File: config.mk
export PLATFORM = sky130hd
export DESIGN_NAME = ahb_bus_arbiter
export DESIGN_NICKNAME = d
export VERILOG_FILES = /design/src/rtl/ahb_pkg.sv /design/src/rtl/ahb_rr_picker.sv /design/src/rtl/ahb_bus_arbiter.sv
export SDC_FILE = /design/constraint.sdc
export NUM_CORES = 1
export LEC_CHECK = 0
export BUFFER_PORTS_ARGS = -buffer_cell sky130_fd_sc_hd__buf_2
export CAP_MARGIN = 10
export CORE_MARGIN = 3
export CORE_UTILIZATION = 50
export DETAILED_ROUTE_END_ITERATION = 8
export GPL_TIMING_DRIVEN = 0
export PLACE_DENSITY = 0.78
export REMOVE_ABC_BUFFERS = 1
export SYNTH_ARGS = -nofsm -noshare
export SYNTH_HDL_FRONTEND = slang
export SYNTH_SLANG_ARGS = --single-unit
File: constraint.sdc
create_clock -name clk -period 2.9 [get_ports clk]
set_input_delay 0.58 -clock clk [delete_from_list [all_inputs] [get_ports clk]]
set_output_delay 0.58 -clock clk [all_outputs]
set_load 0.005 [all_outputs]
File: src/rtl/ahb_pkg.sv
// ============================================================================
//  Module      : ahb_pkg (package)
//  Description : Shared AHB definitions: bus widths, HTRANS/HBURST encodings,
//                bus-arbiter state encoding and the burst-length helper.
//  Contents    : AHB_ADDR_WIDTH, AHB_DATA_WIDTH, htrans_e, hburst_e,
//                arb_state_e, burst_len()
//  Revision    : 1.0 - initial release
// ============================================================================
`default_nettype none

package ahb_pkg;

  localparam int AHB_ADDR_WIDTH = 32;
  localparam int AHB_DATA_WIDTH = 32;

  typedef enum logic [1:0] {
    IDLE   = 2'd0,
    BUSY   = 2'd1,
    NONSEQ = 2'd2,
    SEQ    = 2'd3
  } htrans_e;

  typedef enum logic [2:0] {
    SINGLE = 3'd0,
    INCR   = 3'd1,
    WRAP4  = 3'd2,
    INCR4  = 3'd3,
    WRAP8  = 3'd4,
    INCR8  = 3'd5,
    WRAP16 = 3'd6,
    INCR16 = 3'd7
  } hburst_e;

  typedef enum logic [1:0] {
    ST_IDLE  = 2'd0,
    ST_OWN   = 2'd1,
    ST_BURST = 2'd2
  } arb_state_e;

  // Number of beats in a burst; 0 marks the undefined-length INCR burst.
  function automatic logic [4:0] burst_len(input hburst_e b);
    case (b)
      SINGLE:        return 5'd1;
      WRAP4, INCR4:  return 5'd4;
      WRAP8, INCR8:  return 5'd8;
      WRAP16, INCR16: return 5'd16;
      default:       return 5'd0;
    endcase
  endfunction

endpackage

`default_nettype wire

File: src/rtl/ahb_rr_picker.sv
// ============================================================================
//  Module      : ahb_rr_picker
//  Description : Combinational round-robin picker. Searches the request
//                vector starting at ptr+1, wrapping N_REQ-1 -> 0; the entry
//                at ptr itself is checked last.
//  Ports       : req    in  N_REQ  request vector
//                ptr    in  IW     index of the previous winner
//                winner out IW     selected index (0 when no request)
//                valid  out 1      at least one request present
//  Revision    : 1.0 - initial release
// ============================================================================
`default_nettype none

module ahb_rr_picker #(
  parameter  int N_REQ = 4,
  localparam int IW    = (N_REQ > 1) ? $clog2(N_REQ) : 1
) (
  input  logic [N_REQ-1:0] req,
  input  logic [IW-1:0]    ptr,
  output logic [IW-1:0]    winner,
  output logic             valid
);

  // One extra bit so ptr + offset cannot overflow before the wrap.
  localparam logic [IW:0] N_W = (IW + 1)'(N_REQ);

  logic [IW:0] idx;

  // Walk from the farthest offset down to the nearest one so that the
  // last match written is the closest requester after ptr.
  always_comb begin
    winner = '0;
    valid  = |req;
    idx    = '0;
    for (int i = N_REQ; i >= 1; i--) begin
      idx = {1'b0, ptr} + (IW + 1)'(i);
      if (idx >= N_W) idx = idx - N_W;
      if (req[idx[IW-1:0]]) winner = idx[IW-1:0];
    end
  end

endmodule

`default_nettype wire

File: src/rtl/ahb_bus_arbiter.sv
// ============================================================================
//  Module      : ahb_bus_arbiter
//  Description : Round-robin AHB bus arbiter for N_MASTERS requesters. The
//                grant is held for the whole of a fixed-length burst and for
//                an INCR burst while the owner keeps requesting or keeps
//                issuing SEQ/BUSY. Master 0 is parked when nobody requests.
//  Config      : AHB_ARB_LOCK_EN - adds hlock_m; a locked owner keeps the
//                grant through arbitration points and drives hmastlock.
//  Ports       : clk          in   1            bus clock
//                rstn         in   1            async active-low reset
//                hbusreq      in   N_MASTERS    per-master request
//                htrans_m     in   2*N_MASTERS  per-master HTRANS
//                hburst_m     in   3*N_MASTERS  per-master HBURST
//                hlock_m      in   N_MASTERS    per-master lock (macro only)
//                hready       in   1            bus HREADY
//                hgrant       out  N_MASTERS    one-hot grant
//                hmaster      out  MW           address-phase owner
//                hmaster_data out  MW           data-phase owner
//                hmastlock    out  1            owner holds a locked transfer
//  Revision    : 1.0 - initial release
// ============================================================================
`default_nettype none

module ahb_bus_arbiter
  import ahb_pkg::*;
#(
  parameter  int N_MASTERS = 4,
  localparam int MW        = $clog2(N_MASTERS)
) (
  input  logic                   clk,
  input  logic                   rstn,
  input  logic [N_MASTERS-1:0]   hbusreq,
  input  logic [2*N_MASTERS-1:0] htrans_m,
  input  logic [3*N_MASTERS-1:0] hburst_m,
`ifdef AHB_ARB_LOCK_EN
  input  logic [N_MASTERS-1:0]   hlock_m,
`endif
  input  logic                   hready,
  output logic [N_MASTERS-1:0]   hgrant,
  output logic [MW-1:0]          hmaster,
  output logic [MW-1:0]          hmaster_data,
  output logic                   hmastlock
);

  arb_state_e           state, state_nx;
  logic [3:0]           beat_cnt, beat_nx;
  logic [MW-1:0]        rr_ptr, rr_nx, owner_nx;
  logic [N_MASTERS-1:0] grant_nx;
  logic                 arb_point;
  logic                 lock_hold, lock_nx;
  logic                 pick_valid;
  logic [MW-1:0]        pick_idx;

  logic [1:0]           trans_arr [N_MASTERS];
  logic [2:0]           burst_arr [N_MASTERS];
  htrans_e              own_trans;
  hburst_e              own_burst;
  logic [4:0]           own_len;

  for (genvar g = 0; g < N_MASTERS; g++) begin : g_unpack
    assign trans_arr[g] = htrans_m[2*g +: 2];
    assign burst_arr[g] = hburst_m[3*g +: 3];
  end

  assign own_trans = htrans_e'(trans_arr[hmaster]);
  assign own_burst = hburst_e'(burst_arr[hmaster]);
  assign own_len   = burst_len(own_burst);

  ahb_rr_picker #(
    .N_REQ (N_MASTERS)
  ) u_picker (
    .req    (hbusreq),
    .ptr    (rr_ptr),
    .winner (pick_idx),
    .valid  (pick_valid)
  );

`ifdef AHB_ARB_LOCK_EN
  assign lock_hold = (state != ST_IDLE) && hlock_m[hmaster];
  assign lock_nx   = (state_nx != ST_IDLE) && hlock_m[owner_nx];
`else
  assign lock_hold = 1'b0;
  assign lock_nx   = 1'b0;
`endif

  always_comb begin
    state_nx  = state;
    beat_nx   = beat_cnt;
    rr_nx     = rr_ptr;
    owner_nx  = hmaster;
    arb_point = 1'b0;

    if (state == ST_IDLE) begin
      arb_point = |hbusreq;
    end else if (state == ST_BURST && own_trans == SEQ) begin
      if (beat_cnt <= 4'd1) begin
        beat_nx   = 4'd0;
        arb_point = 1'b1;
      end else begin
        beat_nx = beat_cnt - 4'd1;
      end
    end else if (state == ST_BURST && own_trans == BUSY) begin
      beat_nx = beat_cnt;
    end else begin
      // ST_OWN, or a burst cut short by IDLE/NONSEQ: evaluate as ST_OWN.
      beat_nx  = 4'd0;
      state_nx = ST_OWN;
      case (own_trans)
        NONSEQ: begin
          if (own_len > 5'd1) begin
            beat_nx  = 4'(own_len - 5'd1);
            state_nx = ST_BURST;
          end else if (own_burst == INCR) begin
            arb_point = !hbusreq[hmaster];
          end else begin
            arb_point = 1'b1;
          end
        end
        IDLE:    arb_point = 1'b1;
        default: arb_point = 1'b0;  // SEQ/BUSY continue an INCR burst
      endcase
    end

    if (arb_point) begin
      if (lock_hold) begin
        state_nx = ST_OWN;
      end else if (pick_valid) begin
        owner_nx = pick_idx;
        rr_nx    = pick_idx;
        state_nx = ST_OWN;
      end else begin
        owner_nx = '0;
        state_nx = ST_IDLE;
      end
    end

    grant_nx           = '0;
    grant_nx[owner_nx] = 1'b1;
  end

  always_ff @(posedge clk or negedge rstn) begin
    if (!rstn) begin
      state        <= ST_IDLE;
      beat_cnt     <= 4'd0;
      rr_ptr       <= '0;
      hgrant       <= N_MASTERS'(1);
      hmaster      <= '0;
      hmaster_data <= '0;
      hmastlock    <= 1'b0;
    end else if (hready) begin
      state        <= state_nx;
      beat_cnt     <= beat_nx;
      rr_ptr       <= rr_nx;
      hgrant       <= grant_nx;
      hmaster      <= owner_nx;
      hmaster_data <= hmaster;
      hmastlock    <= lock_nx;
    end
  end

endmodule

`default_nettype wire
Yosys cells after proc, flatten, opt, wreduce, memory -nomap -nowiden
Cells that the tools add are included.
Storage, ports and cells
  flip-flop bits (word level): 16
  bits in latches: 0
  bits in writable memories: 0
  bits in read-only memories: 0
  bits of input ports: 27
  output and inout bits: 9
  word-level logic and storage cells: 109
  memories: 0
Operators by class
  $add $sub $neg: 10
  multipliers: 0
  divide/modulo/power cells: 0
  $lt $le $gt $ge: 14
  equal/unequal tests: 15
  shifts and indexed selects: 0
  mux-type cells: 48
  bitwise operators: 2
  reductions and logical operators: 14
Operators with widths (count)
  2-bit 2-to-1 mux: 18
  4-bit 2-to-1 mux: 5
  5-bit case mux with 4 select lines: 1
  2-bit by 3-bit < comparator with 1-bit output (second input constant): 6
  3-bit greater-or-equal comparator (second input constant): 5
  1-bit 2-to-1 mux: 13
  3-bit equality test (second input constant): 4
  1-bit binary-select mux with 2-bit select: 5
  2-bit != test (second input constant): 4
  2-bit by 1-bit subtractor with 2-bit output (second input constant): 4
  4-bit by 1-bit subtractor with 4-bit output (second input constant): 2
  2-bit by 2-bit adder with 3-bit output (second input constant): 2
  3-bit binary-select mux with 2-bit select: 1
  2-bit equality test (second input constant): 3
  3-bit by 2-bit equality test with 1-bit output (second input constant): 2
  3-bit 2-to-1 mux: 2
  3-bit AND reduction: 2
  2-bit OR reduction: 3
  5-bit by 1-bit greater-than comparator with 1-bit output (second input constant): 1
  2-bit binary-select mux with 2-bit select: 1
  4-bit by 1-bit <= comparator with 1-bit output (second input constant): 1
  2-bit logical NOT: 2
  4-bit AND reduction: 1
  4-bit OR reduction: 1
  12 further kinds: 14

Longest topological paths before layout
  word-level depth: 18
  gate-level depth with buffers: 8
  mapped depth without buffers: 7

Cells and area by module
From an unflattened synthesis, not the netlist that was laid out.
Unflattened totals
  cells, all modules: 120
  area total of the unflattened synthesis: 1275.0 sq um
By module, submodules not included
  ahb_bus_arbiter: times used 1, cells each 106, area each 1183.6 sq um, seq. area each 401.6 sq um
  ahb_rr_picker: times used 1, cells each 14, area each 91.3 sq um, seq. area each 0.0 sq um

Least setup slack after synthesis
Ideal clock, no wire load.
  path type: input to register
  from: in htrans_m[7]
  to: reg hgrant[2]
  setup time: 0.121 ns
  arrival: 2.139 ns
  required time: 2.779 ns
  path slack: 0.640 ns
  stages: 7
  path buffers: 1
  path through: mux4_2 o2111ai_2 a21oi_2 or2_1 buf_6 a32o_2 a22o_1
On the way
  cells in the longest elaborated chain, start to end: 13
  elaborated cells between the ends (all ways): 19
  classes of those cells: order compare: 2; eq/ne: 3; mux: 10; reduce/logical: 4
RTL lines
  start, declared: RTL line ahb_bus_arbiter.sv:33  | input logic [2*N_MASTERS-1:0] htrans_m,
  2-bit binary-select mux with 2-bit select *: RTL line ahb_bus_arbiter.sv:65  | assign own_trans = htrans_e'(trans_arr[hmaster]);
  2-bit 2-to-1 mux (implied by the code) * (2 in series): RTL line ahb_bus_arbiter.sv:65
  2-bit equality test, or another cell as far along: RTL line ahb_bus_arbiter.sv:108  | case (own_trans)
  1-bit case mux with 2 select lines or 1-bit logical AND (tied branches): RTL line ahb_bus_arbiter.sv:108, ahb_bus_arbiter.sv:102
  1-bit 2-to-1 mux: RTL line ahb_bus_arbiter.sv:102  | end else if (state == ST_BURST && own_trans == BUSY) begin
  1-bit 2-to-1 mux *: RTL line ahb_bus_arbiter.sv:95  | end else if (state == ST_BURST && own_trans == SEQ) begin
  1-bit 2-to-1 mux *: RTL line ahb_bus_arbiter.sv:93  | if (state == ST_IDLE) begin
  2-bit 2-to-1 mux *: RTL line ahb_bus_arbiter.sv:124  | if (arb_point) begin
  2-bit by 3-bit < comparator with 1-bit output (implied by the code) or 2-bit by 1-bit greater-or-equal comparator with 1-bit output (tied branches): RTL line ahb_bus_arbiter.sv:138  | grant_nx[owner_nx] = 1'b1;
  1-bit logical AND (implied by the code): RTL line ahb_bus_arbiter.sv:138
  1-bit 2-to-1 mux (implied by the code): RTL line ahb_bus_arbiter.sv:138
  1-bit demux with 2-bit select *: RTL line ahb_bus_arbiter.sv:138
  end signal, assigned: RTL line ahb_bus_arbiter.sv:154  | hgrant <= grant_nx;
  end, declared: RTL line ahb_bus_arbiter.sv:39  | output logic [N_MASTERS-1:0] hgrant,
Every way passes the cells marked *; elsewhere a longest branch is shown, timed or not. The select of a mux whose other input is x is not followed.
A chain may end at the register's enable or synchronous reset.

Worst setup path in the final report
  from: reg hmaster[0]
  to: reg hgrant[3]
On the way
  cells in the longest elaborated chain, start to end: 18
  elaborated cells between the ends (all ways): 41
  classes of those cells: order compare: 3; eq/ne: 10; mux: 18; bitwise: 1; reduce/logical: 9
RTL lines
  start, declared: RTL line ahb_bus_arbiter.sv:40  | output logic [MW-1:0] hmaster,
  start signal, assigned: RTL line ahb_bus_arbiter.sv:155  | hmaster <= owner_nx;
  2-bit NOT with 3-bit output (implied by the code): RTL line ahb_bus_arbiter.sv:65, ahb_bus_arbiter.sv:66
  3-bit binary-select mux with 2-bit select: RTL line ahb_bus_arbiter.sv:66  | assign own_burst = hburst_e'(burst_arr[hmaster]);
  3-bit 2-to-1 mux (implied by the code) (2 in series): RTL line ahb_bus_arbiter.sv:66
  3-bit equality test or 3-bit by 2-bit equality test with 1-bit output (tied branches): RTL line ahb_pkg.sv:42  | case (b)
  2-bit OR reduction: RTL line ahb_pkg.sv:42
  5-bit case mux with 4 select lines: RTL line ahb_pkg.sv:42
  5-bit by 1-bit greater-than comparator with 1-bit output: RTL line ahb_bus_arbiter.sv:110  | if (own_len > 5'd1) begin
  1-bit 2-to-1 mux: RTL line ahb_bus_arbiter.sv:110
  1-bit case mux with 2 select lines: RTL line ahb_bus_arbiter.sv:108
  1-bit 2-to-1 mux: RTL line ahb_bus_arbiter.sv:102
  1-bit 2-to-1 mux: RTL line ahb_bus_arbiter.sv:95
  1-bit 2-to-1 mux: RTL line ahb_bus_arbiter.sv:93
  2-bit 2-to-1 mux *: RTL line ahb_bus_arbiter.sv:124
  2-bit by 3-bit < comparator with 1-bit output (implied by the code) or 2-bit by 1-bit greater-or-equal comparator with 1-bit output (tied branches): RTL line ahb_bus_arbiter.sv:138
  1-bit logical AND (implied by the code): RTL line ahb_bus_arbiter.sv:138
  1-bit 2-to-1 mux (implied by the code): RTL line ahb_bus_arbiter.sv:138
  1-bit demux with 2-bit select *: RTL line ahb_bus_arbiter.sv:138
Marked as above.

==> summary.md <==
| Metric | Value |
|---|---|
| Status | complete, no violations |
| CP peak stage delay | 700 ps |
| Final Max Tran Viols | 0 |
| Drt pass-1 iters | 4 |
| Largest family of logic cells by synthesized area | compound AO/OA/AOI/OAI gates |
| Total power | 0.00126 W |
| Register bit total from synthesis | 16 |
| CP Capture Type | flip-flop |
| Compound-Gate Fraction of Synth Area | 27.0% |
| WHS | 187 ps |
| Largest net degree at the start of global routing | 17 |
| Post-Route WL | 2720 um |
| Cell Area, Synth | 1150 um2 |
| Worst setup SP type | flip-flop |
| Max_slew headroom | 64.4% |
| Main synth FF type | dfrtp_1 |
| Final period util | 89.8% |
| Post-synth ARST share | 100% |
| RSZ-0062 raised after global routing | false |
| Max FO, Critical Path | 11 |
| Sequential share of the synthesized area | 34.9% |
| F_max | 0.384 GHz |
| Post_cts resized | 0 |
| GRT Util Overall | 21.0% |
| ANT nets after route | 0 |
| Avg WL per Cell | 15.8 um |
| Avg Vias per Cell | 5.94 |
| Initial Util | 55.8% |
| FP Rows | 16 |
| Ratio of cells with drive above 1 in the final layout | 32.4% |
| Antenna violations before repair | 0 |
| Least-Margin Pin Slew | 532 ps |
| Clk_skew | 6.41 ps |
| Residual DRC | 0 |
| Leak pwr | 0.624 nW |
| Required time worst endpoint | 3080 ps |
| Chip Height | 54.0 um |
| Multiplexer share of the synthesized area | 15.4% |
| Global-route wire length before repair | 4300 um |
| H-tree depth | 1 |
| Syn-to-layout area delta | 16.6% |
| Placer Congestion | 0.852 |
| CTS tree | yes |
| CTS Buf Count | 3 |
| Clk Latency, worst-skew pair | 290 ps |
| Number of enable flip-flop cells after synthesis | 0 |
| Nets | 176 |
| # IOs | 36 |
| IO buf count | 34 |
| Sink Count | 16 |
| Syn avg cell area | 10.3 um2 |
| Gate Count Post-Synth | 112 |
| Dpl hpwl | 2090 um |
| Critical path class | reg2reg |
| Vias post-DR | 1021 |
| Placed Cells | 168 |
| Critical path cell sequence | mux4_1 > a211o_1 > a21oi_2 > o21ai_0 > a32o_2 > a22o_1 |
| Grt ovf | 0 |
| Final setup violation count | 0 |
| DP Area | 1320 um2 |
| Final instance area | 1340 um2 |
| Clock Tree Buf Depth | 2 |
| Power Density | 942 nW/um2 |
| Buf/Inv on CP | 0 |
| Max cap viols | 0 |
| Simple-gate share of the synthesized area | 12.0% |
| Antenna diode count | 0 |
| Netlist cell types | 45 |
| Crit-path slowest cell | mux4_1 |
| DR iter-0 viols | 43 |
| Arr. time, crit path | 2780 ps |
| Core Region | 2060 um2 |
| Vias in the first global route | 999 |
| Tmin final | 2610 ps |
| XOR/XNOR Fraction of Synth Area | 1.52% |
| Ys Warns | 0 |
| Non-filler cells, final | 172 |
| Cts hold-fix bufs | 0 |
| CTS Root Cell | clkbuf_4 |
| Maximum vdd ir drop | 668 uV |
| Final hold violations | 0 |
| Die area | 2910 um2 |
| Crit path max-delay family | compound AO/OA/AOI/OAI gates |
| Reg clk slew, reported paths | 100 ps |
| Fin Setup TNS | 0 ps |
| # Post-CTS Setup Buffers | 0 |
| Width of the chip | 54.0 um |
| Adder-Cell Fraction of Synth Area | 3.26% |
| Worst hold-check path type | in2async |
[state kept, by name, summed over array words and instances, names as in the netlist]
register and count:
rr_ptr 2, hmaster 2, state 2, beat_cnt 4
hgrant 4, hmaster_data 2
[layout make-up]
cell class	count	area [um2]
fillers	169	719
multi-input cells	84	684
flip-flops and latches	16	402
repair buffers	34	170
well taps	27	33.8
clock buffers	4	26.3
inverters	7	26.3
[per-layer routing]
metal | part of all wire [%] | routed length (um) | global-route usage [%] | vias up
met3 | 8.4 | 228 | 3.88 | 5
met5 | 0 | 0 | 0 | -
li1 | - | - | - | 491
met4 | 1.4 | 38 | 8.71 | 0
met1 | 43 | 1170 | 24.7 | 487
met2 | 47 | 1290 | 37.1 | 38
[kinds of logic after synthesis]
group           count (synthesis)
mux                             9
simple gates                   26
fa+ha+maj                       3
xor+xnor                        2
flops                          16
compound gates                 43
buf+inv                        12
other cells                     1
[stage by stage]
step                      utilization [%]  worst slack (ps)
final                                65.1               295
after global routing                 65.1               204
after CTS                            65.1               308
after detailed placement             63.8               343
after global placement               63.8               404
after floorplan                         -               612
[cells in the mapped netlist (2+ instances only)]
master	number	area, um2
nand3_1	2	10.0
and2_1	2	12.5
inv_1	6	22.5
o21a_1	3	22.5
o21ai_0	11	55.1
a21oi_1	6	30.0
nor3_1	2	10.0
nor2b_1	2	12.5
dfrtp_1	15	375
mux4_1	3	78.8
a21oi_2	2	17.5
a21o_1	3	22.5
nand2_1	4	15.0
a22o_1	3	26.3
buf_6	2	22.5
mux4_2	3	67.6
o221ai_1	2	17.5
nand2b_1	5	31.3
nor2_1	4	15.0
or3_1	2	12.5
o211ai_1	3	22.5
mux2i_1	2	20.0
ha_1	3	37.5
[cell usage in the layout, fill, tap and decap left out, types with 2 or more instances in the layout]
master | netlist | final
buf_2 | 1 | 34
dfrtp_1 | 15 | 15
o21ai_0 | 11 | 11
inv_1 | 6 | 6
a21oi_1 | 6 | 6
nand2b_1 | 5 | 5
nor2_1 | 4 | 4
nand2_1 | 4 | 4
mux4_1 | 3 | 3
mux4_2 | 3 | 3
o211ai_1 | 3 | 3
a22o_1 | 3 | 3
o21a_1 | 3 | 3
a21o_1 | 3 | 3
ha_1 | 3 | 3
clkbuf_4 | 0 | 3
or3_1 | 2 | 2
a21oi_2 | 2 | 2
nor2b_1 | 2 | 2
mux2i_1 | 2 | 2
o221ai_1 | 2 | 2
and2_1 | 2 | 2
nand3_1 | 2 | 2
nor3_1 | 2 | 2
[worst reg2reg max path, cell delays in order, from the launching register on]
cell	delay, ps
dfrtp_1	660
mux4_1	710
a211o_1	270
a21oi_2	180
o21ai_0	160
a32o_2	310
a22o_1	210
[worst paths after layout]
check / startpoint / end / slack (ps) / cells past startpoint
min in group clk: hgrant[0] / hgrant[0] / 490 / 2
min reg2reg: hgrant[0] / hgrant[0] / 490 / 2
min: rstn / hgrant[2] / 190 / 1
max in group asynchronous: rstn / hgrant[0] / 2410 / 1
max: hmaster[0] / hgrant[3] / 290 / 6
max reg2reg: hmaster[0] / hgrant[3] / 290 / 6
[power by group]
group / total, W / internal [W] / switching, W
Sequential: 0.000448 / 0.000323 / 0.000125
Clock: 0.000125 / 0.0000535 / 0.0000711
Combinational: 0.000692 / 0.000345 / 0.000347
(Power assumes the default switching activity.)
